--- src/rtl/mod_counter_if.sv ---
// Control/status bundle for mod_counter: count controls in, count state out.
interface mod_counter_if #(
    parameter int unsigned WIDTH = 8
);
    logic             en;
    logic             up;
    logic             sat;
    logic [WIDTH-1:0] limit;
    logic             load;
    logic [WIDTH-1:0] load_value;
    logic             clear_ovf;
    logic [WIDTH-1:0] value;
    logic             tc;
    logic             ovf;

    // Master drives the controls and observes the count.
    modport master (
        output en, up, sat, limit, load, load_value, clear_ovf,
        input  value, tc, ovf
    );

    // Slave is the counter itself.
    modport slave (
        input  en, up, sat, limit, load, load_value, clear_ovf,
        output value, tc, ovf
    );
endinterface

--- src/rtl/mod_counter.sv ---
// Up/down counter with programmable limit, wrap/saturate boundary handling,
// synchronous load, enable prescaler, terminal-count pulse and sticky overflow.
module mod_counter #(
    parameter int unsigned     WIDTH       = 8,
    parameter logic [WIDTH-1:0] RESET_VALUE = '0,
    parameter int unsigned     PRESCALE    = 1
) (
    input  logic          clk,
    input  logic          reset,
    mod_counter_if.slave  bus
);
    localparam int unsigned    PW       = (PRESCALE > 1) ? $clog2(PRESCALE) : 1;
    localparam logic [PW-1:0]  PRE_LAST = PW'(PRESCALE - 1);

    logic [WIDTH-1:0] value_q, value_d;
    logic [PW-1:0]    pre_q, pre_d;
    logic             tc_q, tc_d;
    logic             ovf_q, ovf_d;

    logic             fire;
    logic             boundary;
    logic             boundary_step;
    logic [WIDTH-1:0] step_value;
    logic [WIDTH-1:0] load_clamped;

    // Next-state: load beats a step; a boundary step sets ovf even if clear_ovf is high.
    always_comb begin
        fire          = bus.en && (pre_q == PRE_LAST);
        load_clamped  = (bus.load_value > bus.limit) ? bus.limit : bus.load_value;
        // Up boundary uses >= so a value left above a lowered limit still wraps/pins.
        boundary      = bus.up ? (value_q >= bus.limit) : (value_q == '0);
        if (bus.up) begin
            step_value = boundary ? (bus.sat ? bus.limit : '0) : value_q + WIDTH'(1);
        end else begin
            step_value = boundary ? (bus.sat ? '0 : bus.limit) : value_q - WIDTH'(1);
        end

        value_d       = value_q;
        pre_d         = pre_q;
        tc_d          = 1'b0;
        boundary_step = 1'b0;

        if (bus.load) begin
            value_d = load_clamped;
            pre_d   = '0;
        end else if (bus.en) begin
            pre_d = fire ? '0 : pre_q + PW'(1);
            if (fire) begin
                value_d       = step_value;
                boundary_step = boundary;
                tc_d          = boundary;
            end
        end

        ovf_d = boundary_step | (ovf_q & ~bus.clear_ovf);
    end

    // State registers with synchronous active-high reset.
    always_ff @(posedge clk) begin
        if (reset) begin
            value_q <= RESET_VALUE;
            pre_q   <= '0;
            tc_q    <= 1'b0;
            ovf_q   <= 1'b0;
        end else begin
            value_q <= value_d;
            pre_q   <= pre_d;
            tc_q    <= tc_d;
            ovf_q   <= ovf_d;
        end
    end

    assign bus.value = value_q;
    assign bus.tc    = tc_q;
    assign bus.ovf   = ovf_q;
endmodule

--- src/flat_wrapper.sv ---
// flat-port wrapper written by rule: the top's interface ports become plain ports
module mod_counter_flat 
#(
    parameter int unsigned     WIDTH       = 8,
    parameter logic [WIDTH-1:0] RESET_VALUE = '0,
    parameter int unsigned     PRESCALE    = 1
)
  (clk, reset, bus_en, bus_up, bus_sat, bus_limit, bus_load, bus_load_value, bus_clear_ovf, bus_value, bus_tc, bus_ovf);
  mod_counter_if #(.WIDTH(WIDTH)) bus_i ();
  input  logic clk;
  input  logic reset;
  input wire logic [$bits(bus_i.en)-1:0] bus_en;
  input wire logic [$bits(bus_i.up)-1:0] bus_up;
  input wire logic [$bits(bus_i.sat)-1:0] bus_sat;
  input wire logic [$bits(bus_i.limit)-1:0] bus_limit;
  input wire logic [$bits(bus_i.load)-1:0] bus_load;
  input wire logic [$bits(bus_i.load_value)-1:0] bus_load_value;
  input wire logic [$bits(bus_i.clear_ovf)-1:0] bus_clear_ovf;
  output wire logic [$bits(bus_i.value)-1:0] bus_value;
  output wire logic [$bits(bus_i.tc)-1:0] bus_tc;
  output wire logic [$bits(bus_i.ovf)-1:0] bus_ovf;
  assign bus_i.en = bus_en;
  assign bus_i.up = bus_up;
  assign bus_i.sat = bus_sat;
  assign bus_i.limit = bus_limit;
  assign bus_i.load = bus_load;
  assign bus_i.load_value = bus_load_value;
  assign bus_i.clear_ovf = bus_clear_ovf;
  assign bus_value = bus_i.value;
  assign bus_tc = bus_i.tc;
  assign bus_ovf = bus_i.ovf;
  mod_counter #(.WIDTH(WIDTH), .RESET_VALUE(RESET_VALUE), .PRESCALE(PRESCALE)) u_core (.clk(clk), .reset(reset), .bus(bus_i));
endmodule
--- config.mk ---
export PLATFORM = sky130hd
export DESIGN_NAME = mod_counter_flat
export DESIGN_NICKNAME = d
export VERILOG_FILES = /design/src/rtl/mod_counter_if.sv /design/src/rtl/mod_counter.sv /design/src/flat_wrapper.sv
export SDC_FILE = /design/constraint.sdc
export NUM_CORES = 1
export LEC_CHECK = 0
export BUFFER_PORTS_ARGS = -buffer_cell sky130_fd_sc_hd__buf_2
export CAP_MARGIN = 25
export CORE_ASPECT_RATIO = 0.8
export CORE_UTILIZATION = 26
export CTS_BUF_LIST = sky130_fd_sc_hd__clkbuf_2 sky130_fd_sc_hd__clkbuf_4 sky130_fd_sc_hd__clkbuf_8
export CTS_CLUSTER_SIZE = 12
export DETAILED_ROUTE_END_ITERATION = 8
export HOLD_SLACK_MARGIN = 0.06
export MAX_ROUTING_LAYER = met4
export PLACE_DENSITY = 0.55
export SETUP_SLACK_MARGIN = 0.05
export SYNTH_ARGS = -nofsm -noshare
export SYNTH_HDL_FRONTEND = slang
export SYNTH_SLANG_ARGS = --single-unit
--- constraint.sdc ---
create_clock -name clk -period 4.78 [get_ports clk]
set_clock_uncertainty 0.2 [all_clocks]
set_input_delay 1.195 -clock clk [delete_from_list [all_inputs] [get_ports clk]]
set_output_delay 1.195 -clock clk [all_outputs]
set_load 0.005 [all_outputs]
==> impl_metrics.ini <==
[run_status]
status = complete, no violations

[grt]
gr-usage-all-layers = 0.1693
use_met3 = 0.03571
overflow = 0
grt_pass1_wl_mm = 8.066
use_met2 = 0.2341
gr-max-usage-layer = met1
antenna_found_initial = 0
grt_max_degree = 21
grt_pass1_vias = 1534
grtUsageMet1 = 0.2498

[setup_path]
critPathMaxFanout = 5
critPathSlowestCell = a21oi_1
critPathLaunch = bus_limit[7]
arrival_ps = 3350
end_kind = flip-flop
startpoint_type = primary input
crit_family = compound AO/OA/AOI/OAI gates
worstReg2RegStart = u_core.bus.value[0]
path_buf_inv = 2
crit_chain = buf_2 > inv_1 > ha_1 > nand3_1 > and4b_1 > and2_1 > a21oi_1 > mux2_1 > a221oi_1
path_class = in -> reg
cpPeakStageDelay_ps = 450
worst_ep_required_time_ps = 4730

[cts]
postCtsSetupBuffers = 0
root_buffer = clkbuf_8
clkSlewWorstSetupHoldPaths_ps = 60
clk-insertion-delay-late_ps = 240
clock_sinks = 11
htreeDepth = 1
clockBufferDepth = 2
ctsResizeCount = 0
cts_tree = built
hold_buffers = 0
numCtsBuffers = 3

[final_layout]
design_area_mm2 = 0.001838
antenna_cells = 0
fillCellCount = 680
layout-drive-gt1-share = 0.1974
nets = 275
syn_to_final_growth_pct = 16.22

[sta]
fin_tns_setup_ps = 0
drv_slew = 0
max_freq_mhz = 294.3
slew_headroom = 0.6506
timing_hold_violations_final = 0
min_period_ps = 3398
setup_slack_ps = 1382
worst_pin_slew_ps = 522.2
rsz0062_at_grt = no
period_share = 0.7109
holdWs_ps = 275.4
finalSetupViolations = 0

[logic_synthesis]
synth_nets = 249
ys_ff_latch = 11
yosysUniqueCellTypes = 52
ys.flop_type = dfxtp_1
yosys.area.top_type = ha_1
synth.area.top_cells = ha_1 14%, dfxtp_1 14%, a21oi_1 4.4%, mux2i_1 4.4%, nand2_1 4.0%
synth-edff-count = 0
synth.avg_cell_area_um2 = 7.603
yosysWarnings = 0
syn_area_mm2 = 0.001582
ys_seq_area_frac = 0.1392
synth_top_area_share = 0.1424
syn-instance-count = 208
async_reset_ff_frac = 0

[power]
seqPwrFrac = 0.304
cellPowerDensity_mw_per_mm2 = 223.0
p_int_uw = 242.0
comb_power_share = 0.435
p_leak_uw = 0.0008065
pwr-share-clk = 0.261
power.switching_uw = 167.9
power_switching_share = 0.4096
peakVddDrop_mv = 0.09968

[die]
die_h_um = 71.76
coreArea_mm2 = 0.005881
fp.dieArea_mm2 = 0.006401
fp-row-count = 25
die_w_um = 89.20
start_util = 0.2689
io_pins = 33

[detailed_routing]
drt-pass1-iter-count = 4
wl_mm = 4.915
drtIter0Drc = 67
avgViaCountPerCell = 5.293
wl_per_cell_um = 15.65
vias = 1662
drc_errors = 0
drtAntennaViolNets = 0

[placement]
place.gp.congestion = 0.8578
dp_hpwl_mm = 3.886
portBuffers = 32
placed_cell_area_mm2 = 0.001789
place_ws_ps = 1156

[flow_run]
maxCapViolCount = 0

[hold_path]
hold_path.class = reg -> reg
hp-start = u_core.pre_q
==> logic make-up (layout without fill, tap and decap cells) <==
kind of cell / after synthesis / in the layout / share of synthesized area
AO/OA/AOI/OAI: 64 / 64 / 0.2983
XOR/XNOR: 7 / 7 / 0.03877
adder cells (fa/ha/maj): 18 / 18 / 0.1424
buffers and inverters: 27 / 52 / 0.07199
flip-flops: 11 / 11 / 0.1392
multiplexers: 9 / 9 / 0.05855
AND/OR/NAND/NOR: 72 / 72 / 0.2508
==> cells in the final DEF (no fill, tap or decap), drive strengths merged, types with 3 or more instances in the layout <==
| cell | synthesis | final |
|---|---|---|
| xor2 | 3 | 3 |
| xnor2 | 4 | 4 |
| nand4 | 3 | 3 |
| a21oi | 14 | 14 |
| inv | 16 | 16 |
| nand2 | 18 | 18 |
| a211oi | 8 | 8 |
| nor2b | 3 | 3 |
| nor3b | 3 | 3 |
| mux2i | 7 | 7 |
| and3 | 3 | 3 |
| a221oi | 5 | 5 |
| nor2 | 15 | 15 |
| nand3 | 7 | 7 |
| nor3 | 8 | 8 |
| a311oi | 4 | 4 |
| nand2b | 3 | 3 |
| a21o | 3 | 3 |
| o21bai | 6 | 6 |
| ha | 18 | 18 |
| o21ai | 8 | 8 |
| dfxtp | 11 | 11 |
| buf | 5 | 32 |
| clkbuf | 6 | 4 |
| and2 | 3 | 3 |
==> power by group through the flow <==
| stage | combinational, uW | sequential [uW] | clock, uW |
|---|---|---|---|
| global placement | 178 | 126 | 0 |
| CTS | 178 | 124 | 110 |
| finish | 178 | 124 | 107 |
| global route | 201 | 127 | 115 |
| detailed placement | 177 | 126 | 0 |
| floorplan | 136 | 114 | 0 |
==> state kept, by name (all words and copies together) (netlist names) <==
signal / flops
u_core.bus.tc: 1
u_core.pre_q: 1
u_core.bus.ovf: 1
u_core.bus.value: 8
==> through the flow <==
stage,util,power (uW),cells
global route,0.3126,443.4,314
finish,0.3126,409.9,314
global placement,0.3043,303.9,310
detailed placement,0.3043,303.2,310
CTS,0.3126,412.0,314
floorplan,-,249.9,208
==> cell type report <==
type	count	area, um^2	area share
multi-input combinational	170	1247	0.6787
timing repair buffer	32	160.2	0.08713
clock buffer	4	48.80	0.02655
inverter	16	60.06	0.03268
tap	81	101.3	0.05514
sequential	11	220.2	0.1198
==> metal layers <==
| metal | up-vias | part of all wire |
|---|---|---|
| met4 | 0 | 0.010 |
| li1 | 831 | - |
| met1 | 764 | 0.51 |
| met2 | 62 | 0.40 |
| met3 | 5 | 0.078 |
| met5 | - | 0 |
==> cell usage after synthesis (all sizes together), types with 7 or more instances <==
cell    number
inv         16
nand2       18
a21oi       14
nor3         8
mux2i        7
nor2        15
o21ai        8
ha          18
dfxtp       11
a211oi       8
nand3        7
==> worst paths after layout <==
kind,to,cells past startpoint,slack (ps)
max,u_core.bus.value[0],9,1380
min reg2reg,u_core.pre_q,1,280
min,u_core.pre_q,1,280
max reg2reg,u_core.bus.value[0],8,1910
Note: power is estimated with default switching activity, not from simulation.
